### src/rtl/io_read_arbiter_pkg.sv
// Shared types and constants for the CPU I/O read arbiter.
// Holds the FSM state encoding and the idle level of the data bus.
package io_read_arbiter_pkg;

    typedef enum logic [1:0] {
        IO_ARB_IDLE    = 2'd0,
        IO_ARB_SAMPLE  = 2'd1,
        IO_ARB_DRIVE   = 2'd2,
        IO_ARB_RELEASE = 2'd3
    } io_arb_state_t;

    localparam logic [7:0] IO_ARB_BUS_IDLE = 8'hFF;

    // Settle and turnaround counts both fit in 1..7.
    localparam int unsigned IO_ARB_TCNT_W = 3;

endpackage

### src/rtl/io_read_arbiter_if.sv
// CPU bus control strobes seen by the I/O read arbiter.
// The CPU model drives them; the arbiter only observes.
interface cpu_bus;
    import io_read_arbiter_pkg::*;

    logic ioreq;
    logic rd;
    logic m1;

    modport master (
        output ioreq,
        output rd,
        output m1
    );

    modport slave (
        input ioreq,
        input rd,
        input m1
    );

endinterface

### src/rtl/io_read_arbiter_prio_enc.sv
// Fixed-priority encoder: index 0 wins; also flags any claim and multiple claims.
// Purely combinational.
module io_prio_enc
    import io_read_arbiter_pkg::*;
#(
    parameter int N = 4
) (
    input  logic [N-1:0] active,
    output logic [N-1:0] grant,
    output logic         any,
    output logic         multi
);

    logic seen;

    // Walk from highest priority; first set bit wins, any later set bit marks a conflict.
    always_comb begin
        grant = {N{1'b0}};
        multi = 1'b0;
        seen  = 1'b0;
        for (int i = 0; i < N; i++) begin
            grant[i] = active[i] & ~seen;
            multi    = multi | (active[i] & seen);
            seen     = seen | active[i];
        end
        any = seen;
    end

endmodule

### src/rtl/io_read_arbiter.sv
// Schedules CPU I/O read cycles across N responders: settle, pick by priority,
// latch and drive the winner's byte, then hold the bus off for a turnaround.
module io_read_arbiter
    import io_read_arbiter_pkg::*;
#(
    parameter int N      = 4,
    parameter int SETTLE = 2,
    parameter int TURN   = 1,
    parameter int CNT_W  = 8
) (
    input  logic                  clk28,
    input  logic                  rst_n,
    cpu_bus.slave                 bus,
    input  logic [N-1:0][7:0]     req_d,
    input  logic [N-1:0]          req_active,
    input  logic                  default_en,
    input  logic [7:0]            default_d,
    input  logic                  conflict_clr,
    output logic [7:0]            d_out,
    output logic                  d_out_oe,
    output logic [N-1:0]          grant,
    output logic [CNT_W-1:0]      conflict_cnt
);

    localparam logic [IO_ARB_TCNT_W-1:0] SETTLE_LAST = IO_ARB_TCNT_W'(SETTLE - 1);
    localparam logic [IO_ARB_TCNT_W-1:0] TURN_LAST   = IO_ARB_TCNT_W'(TURN - 1);
    localparam logic [IO_ARB_TCNT_W-1:0] TCNT_ONE    = IO_ARB_TCNT_W'(1);
    localparam logic [CNT_W-1:0]         CONF_MAX    = {CNT_W{1'b1}};
    localparam logic [CNT_W-1:0]         CONF_ONE    = {{(CNT_W-1){1'b0}}, 1'b1};

    io_arb_state_t            state_r;
    io_arb_state_t            state_s;
    logic [IO_ARB_TCNT_W-1:0] cnt_r;
    logic [IO_ARB_TCNT_W-1:0] cnt_s;
    logic [7:0]               d_out_s;
    logic                     oe_s;
    logic [N-1:0]             grant_s;
    logic [CNT_W-1:0]         conf_s;
    logic                     sample_fire_s;
    logic                     rd_cyc_s;
    logic [N-1:0]             enc_grant_s;
    logic                     enc_any_s;
    logic                     enc_multi_s;
    logic [7:0]               win_d_s;

    // Interrupt acknowledge also asserts ioreq; m1 excludes it.
    assign rd_cyc_s = bus.ioreq & bus.rd & ~bus.m1;

    io_prio_enc #(
        .N (N)
    ) u_prio_enc (
        .active (req_active),
        .grant  (enc_grant_s),
        .any    (enc_any_s),
        .multi  (enc_multi_s)
    );

    // One-hot select of the winning responder's byte.
    always_comb begin
        win_d_s = 8'h00;
        for (int i = 0; i < N; i++) begin
            win_d_s = win_d_s | (req_d[i] & {8{enc_grant_s[i]}});
        end
    end

    // Next-state, counter and latch updates for the read-cycle FSM.
    always_comb begin
        state_s       = state_r;
        cnt_s         = cnt_r;
        d_out_s       = d_out;
        oe_s          = d_out_oe;
        grant_s       = grant;
        sample_fire_s = 1'b0;
        case (state_r)
            IO_ARB_IDLE: begin
                oe_s = 1'b0;
                if (rd_cyc_s) begin
                    state_s = IO_ARB_SAMPLE;
                    cnt_s   = {IO_ARB_TCNT_W{1'b0}};
                end else begin
                    state_s = IO_ARB_IDLE;
                end
            end
            IO_ARB_SAMPLE: begin
                oe_s = 1'b0;
                if (!rd_cyc_s) begin
                    state_s = IO_ARB_IDLE;
                end else if (cnt_r == SETTLE_LAST) begin
                    sample_fire_s = 1'b1;
                    grant_s       = enc_grant_s;
                    if (enc_any_s) begin
                        d_out_s = win_d_s;
                        oe_s    = 1'b1;
                        state_s = IO_ARB_DRIVE;
                    end else if (default_en) begin
                        d_out_s = default_d;
                        oe_s    = 1'b1;
                        state_s = IO_ARB_DRIVE;
                    end else begin
                        // Nobody answers and floating data is off: leave the bus alone.
                        state_s = IO_ARB_IDLE;
                    end
                end else begin
                    cnt_s = cnt_r + TCNT_ONE;
                end
            end
            IO_ARB_DRIVE: begin
                if (!rd_cyc_s) begin
                    oe_s    = 1'b0;
                    cnt_s   = {IO_ARB_TCNT_W{1'b0}};
                    state_s = IO_ARB_RELEASE;
                end else begin
                    oe_s    = 1'b1;
                    state_s = IO_ARB_DRIVE;
                end
            end
            IO_ARB_RELEASE: begin
                oe_s = 1'b0;
                if (cnt_r == TURN_LAST) begin
                    state_s = IO_ARB_IDLE;
                end else begin
                    cnt_s = cnt_r + TCNT_ONE;
                end
            end
            default: begin
                oe_s    = 1'b0;
                state_s = IO_ARB_IDLE;
            end
        endcase
    end

    // Saturating multi-claim counter; a clear wins over a same-cycle increment.
    always_comb begin
        if (conflict_clr) begin
            conf_s = {CNT_W{1'b0}};
        end else if (sample_fire_s && enc_multi_s && (conflict_cnt != CONF_MAX)) begin
            conf_s = conflict_cnt + CONF_ONE;
        end else begin
            conf_s = conflict_cnt;
        end
    end

    // State and output registers with synchronous active-low reset.
    always_ff @(posedge clk28) begin
        if (!rst_n) begin
            state_r      <= IO_ARB_IDLE;
            cnt_r        <= {IO_ARB_TCNT_W{1'b0}};
            d_out        <= IO_ARB_BUS_IDLE;
            d_out_oe     <= 1'b0;
            grant        <= {N{1'b0}};
            conflict_cnt <= {CNT_W{1'b0}};
        end else begin
            state_r      <= state_s;
            cnt_r        <= cnt_s;
            d_out        <= d_out_s;
            d_out_oe     <= oe_s;
            grant        <= grant_s;
            conflict_cnt <= conf_s;
        end
    end

endmodule

### src/flat_wrapper.sv
// flat-port wrapper written by rule: the top's interface ports become plain ports
module io_read_arbiter_flat import io_read_arbiter_pkg::*;
#(
    parameter int N      = 4,
    parameter int SETTLE = 2,
    parameter int TURN   = 1,
    parameter int CNT_W  = 8
)
  (clk28, rst_n, req_d, req_active, default_en, default_d, conflict_clr, d_out, d_out_oe, grant, conflict_cnt, bus_ioreq, bus_rd, bus_m1);
  cpu_bus bus_i ();
  input  logic clk28;
  input  logic rst_n;
  input  logic [N-1:0][7:0] req_d;
  input  logic [N-1:0] req_active;
  input  logic default_en;
  input  logic [7:0] default_d;
  input  logic conflict_clr;
  output logic [7:0] d_out;
  output logic d_out_oe;
  output logic [N-1:0] grant;
  output logic [CNT_W-1:0] conflict_cnt;
  input wire logic [$bits(bus_i.ioreq)-1:0] bus_ioreq;
  input wire logic [$bits(bus_i.rd)-1:0] bus_rd;
  input wire logic [$bits(bus_i.m1)-1:0] bus_m1;
  assign bus_i.ioreq = bus_ioreq;
  assign bus_i.rd = bus_rd;
  assign bus_i.m1 = bus_m1;
  io_read_arbiter #(.N(N), .SETTLE(SETTLE), .TURN(TURN), .CNT_W(CNT_W)) u_core (.clk28(clk28), .rst_n(rst_n), .bus(bus_i), .req_d(req_d), .req_active(req_active), .default_en(default_en), .default_d(default_d), .conflict_clr(conflict_clr), .d_out(d_out), .d_out_oe(d_out_oe), .grant(grant), .conflict_cnt(conflict_cnt));
endmodule
### config.mk
export PLATFORM = sky130hd
export DESIGN_NAME = io_read_arbiter_flat
export DESIGN_NICKNAME = d
export VERILOG_FILES = /design/src/rtl/io_read_arbiter_pkg.sv /design/src/rtl/io_read_arbiter_if.sv /design/src/rtl/io_read_arbiter_prio_enc.sv /design/src/rtl/io_read_arbiter.sv /design/src/flat_wrapper.sv
export SDC_FILE = /design/constraint.sdc
export NUM_CORES = 1
export LEC_CHECK = 0
export CORE_MARGIN = 4
export CORE_UTILIZATION = 43
export CTS_CLUSTER_DIAMETER = 50
export DETAILED_ROUTE_END_ITERATION = 10
export DONT_BUFFER_PORTS = 1
export PLACE_DENSITY_LB_ADDON = 0.3
export SLEW_MARGIN = 10
export SYNTH_ARGS = -nofsm -noshare
export SYNTH_HDL_FRONTEND = slang
export SYNTH_SLANG_ARGS = --single-unit
### constraint.sdc
create_clock -name clk28 -period 2.5 [get_ports clk28]
set_clock_uncertainty 0.1 [all_clocks]
set_input_delay 0.125 -clock clk28 [delete_from_list [all_inputs] [get_ports clk28]]
set_output_delay 0.125 -clock clk28 [all_outputs]
set_load 0.02 [all_outputs]
==> results.toml <==
[power]
p_seq_frac = 0.575
ir_worst_vdd_mv = 0.168
p_total_mw = 0.722
sw_frac_of_total = 0.228
clockPowerShare = 0.329
p_per_area_nw_per_um2 = 426
p_leak_nw = 0.576
switchingPower_mw = 0.165
pwr-share-comb = 0.096
p_int_mw = 0.557

[global_routing]
grt_max_degree = 21
track_usage = 0.169
antenna_found_initial = 0
overflow = 0
grt_pass1_wl_mm = 6.10
grt_pass1_vias = 1310

[cts]
h-tree-depth = 1
cts_resized = 0
hold_buffers = 8
clock_latency_ps = 270
clk_path_buf_depth = 2
cts_root_buffer = "clkbuf_8"
clk_pin_slew_ps = 90
clock-sinks = 26
cts_tree = "done"
post-cts-setup-buffers = 0
numCtsBuffers = 3

[layout]
finalNetCount = 240
area_growth_syn_to_layout_pct = 6.96
num_antenna_cells = 0
drive_gt1_frac = 0.0546

[synth]
synth_area_leader_cell = "dfxtp_1"
synth_top_cell_area_share = 0.329
synth_cell_types = 44
synth_top_family_by_area = "compound AO/OA/AOI/OAI gates"
syn-num-nets = 239
ys_seq_area_frac = 0.329
ys.flop_type = "dfxtp_1"
muxShareOfSynthArea = 0
synth_edf_count = 0
synth_area_leaders = "dfxtp_1, a21oi_1, nand2_1"
syn_area_um2 = 1580
avgSynthCellArea_um2 = 8.60
ys_warn_count = 0
synthAdderAreaFrac = 0.0379
ys_ff_latch = 26
yosys.area_share.simple = 0.236
synth_xor_area_frac = 0
yosys-top-cells-count = "dfxtp_1, nand2_1, a21oi_1"
synthArstFlopShare = 0
synth_cells = 184
synth.most_common_cell = "dfxtp_1"
synth_compound_area_frac = 0.337

[route]
firstDrtPassIters = 4
route.vias.total = 1507
first_iter_violations = 64
viasPerCell = 6.58
drt_wl_total_mm = 4.23
drc_errors = 0
post_drt_wl_per_cell_um = 18.5
antenna_left = 0

[die]
initial_core_util = 0.460
dieArea_um2 = 4720
die_height_um = 68.7
core_um2 = 3440
die_x_um = 68.7
rows = 21
pin_count = 72

[timing]
finalHoldViolCount = 0
post-route-period-util = 0.896
rsz0062_at_grt = "no"
drv_slew = 0
setup_violations = 0
setup_tns_ps = 0
tightest_slew_ps = 577
max_freq_mhz = 446
fin_crit_ps = 2240
slew_headroom = 0.614

[job]
drv_cap = 0

[worst_setup_path]
worstSetupEndpointType = "flop"
critical_path_required_ps = 2620
worstPathArrival_ps = 2360
cp-start-kind = "flop"
path_class = "reg -> reg"
crit_fanout = 18

[worst_hold_path]
hold_path.class = "in -> reg"

[status]
status = "finished, final reports clean"

[place]
port_buffers = 0
detailed_place_hpwl_mm = 3.22
gp_congestion = 0.771
## stage by stage
step | setup WS (ps) | std cells | hold slack [ps] | instance area, um2 | utilization
2_1_floorplan | 608 | 184 | 178 | 1580 | -
3_3_place_gp | 571 | 218 | 107 | 1570 | 0.457
3_5_place_dp | 454 | 218 | 111 | 1570 | 0.457
4_1_cts | 256 | 229 | 9.24 | 1690 | 0.492
5_1_grt | 76.3 | 229 | 31.2 | 1690 | 0.492
6_report | 259 | 229 | 9.09 | 1690 | 0.492
## routing by layer
metal / global-route usage / vias up / part of all wire / wire (um)
met5: 0 / - / 0 / 0
met4: 0.0298 / 0 / 0.0052 / 22
met3: 0.0421 / 4 / 0.090 / 381
met2: 0.282 / 59 / 0.49 / 2070
met1: 0.220 / 736 / 0.41 / 1750
li1: - / 708 / - / -
## final timing paths
path	start	end	slack [ps]	cells after the start
setup reg to reg	u_core.cnt_r[1]	u_core.d_out[4]	260	6
setup / recovery	u_core.cnt_r[1]	u_core.d_out[4]	260	6
hold reg to reg	u_core.cnt_r[1]	u_core.cnt_r[1]	410	2
hold / removal	default_d[1]	u_core.d_out[1]	9	2
## cells in the final DEF (no fill, tap or decap), types with 3 or more instances in the layout
cell type	synthesis	layout
dlygate4sd3_1	0	8
o211a_1	7	7
nand2_1	21	21
o311ai_1	4	4
dfxtp_1	26	26
o211ai_1	5	5
a21oi_1	16	16
nand3_1	8	8
clkbuf_8	0	3
ha_1	4	4
nor3b_1	3	3
a22oi_1	6	6
nor2_1	7	7
nand4_1	4	4
inv_1	5	5
or4_1	7	7
a21boi_0	8	8
o31ai_1	8	8
## registers in the layout, indices dropped and copies added (netlist names), named ones only
register / flops
u_core.grant: 4
u_core.d_out_oe: 1
u_core.state_r: 1
u_core.cnt_r: 3
u_core.conflict_cnt: 8
u_core.d_out: 8
## final cells by class
type,count,area (um2)
fillers,344,1750
multi-input cells,140,967
flip-flops and latches,26,520
repair buffers,9,87.6
well taps,46,57.6
clock buffers,3,41.3
inverters,5,18.8
## power by group through the flow
stage                     Sequential, mW  Clock [mW]  Combinational, mW
after global placement             0.425           0             0.0530
after global routing               0.416       0.263             0.0749
final                              0.415       0.237             0.0691
after detailed placement           0.425           0             0.0549
after floorplan                    0.425           0             0.0587
after CTS                          0.415       0.243             0.0685
## critical path, stage by stage (launching register included)
cell and delay [ps]:
dfxtp_1 330, inv_1 80, ha_1 160, and3b_1 380, o211ai_4 250, o311ai_1 310
dlygate4sd3_1 570
## logic make-up after synthesis
kind of cell / count (synthesis)
compound gates: 69
simple gates: 66
flops: 26
buf+inv: 18
fa+ha+maj: 5
No activity file was read; power rests on OpenSTA's default activity.
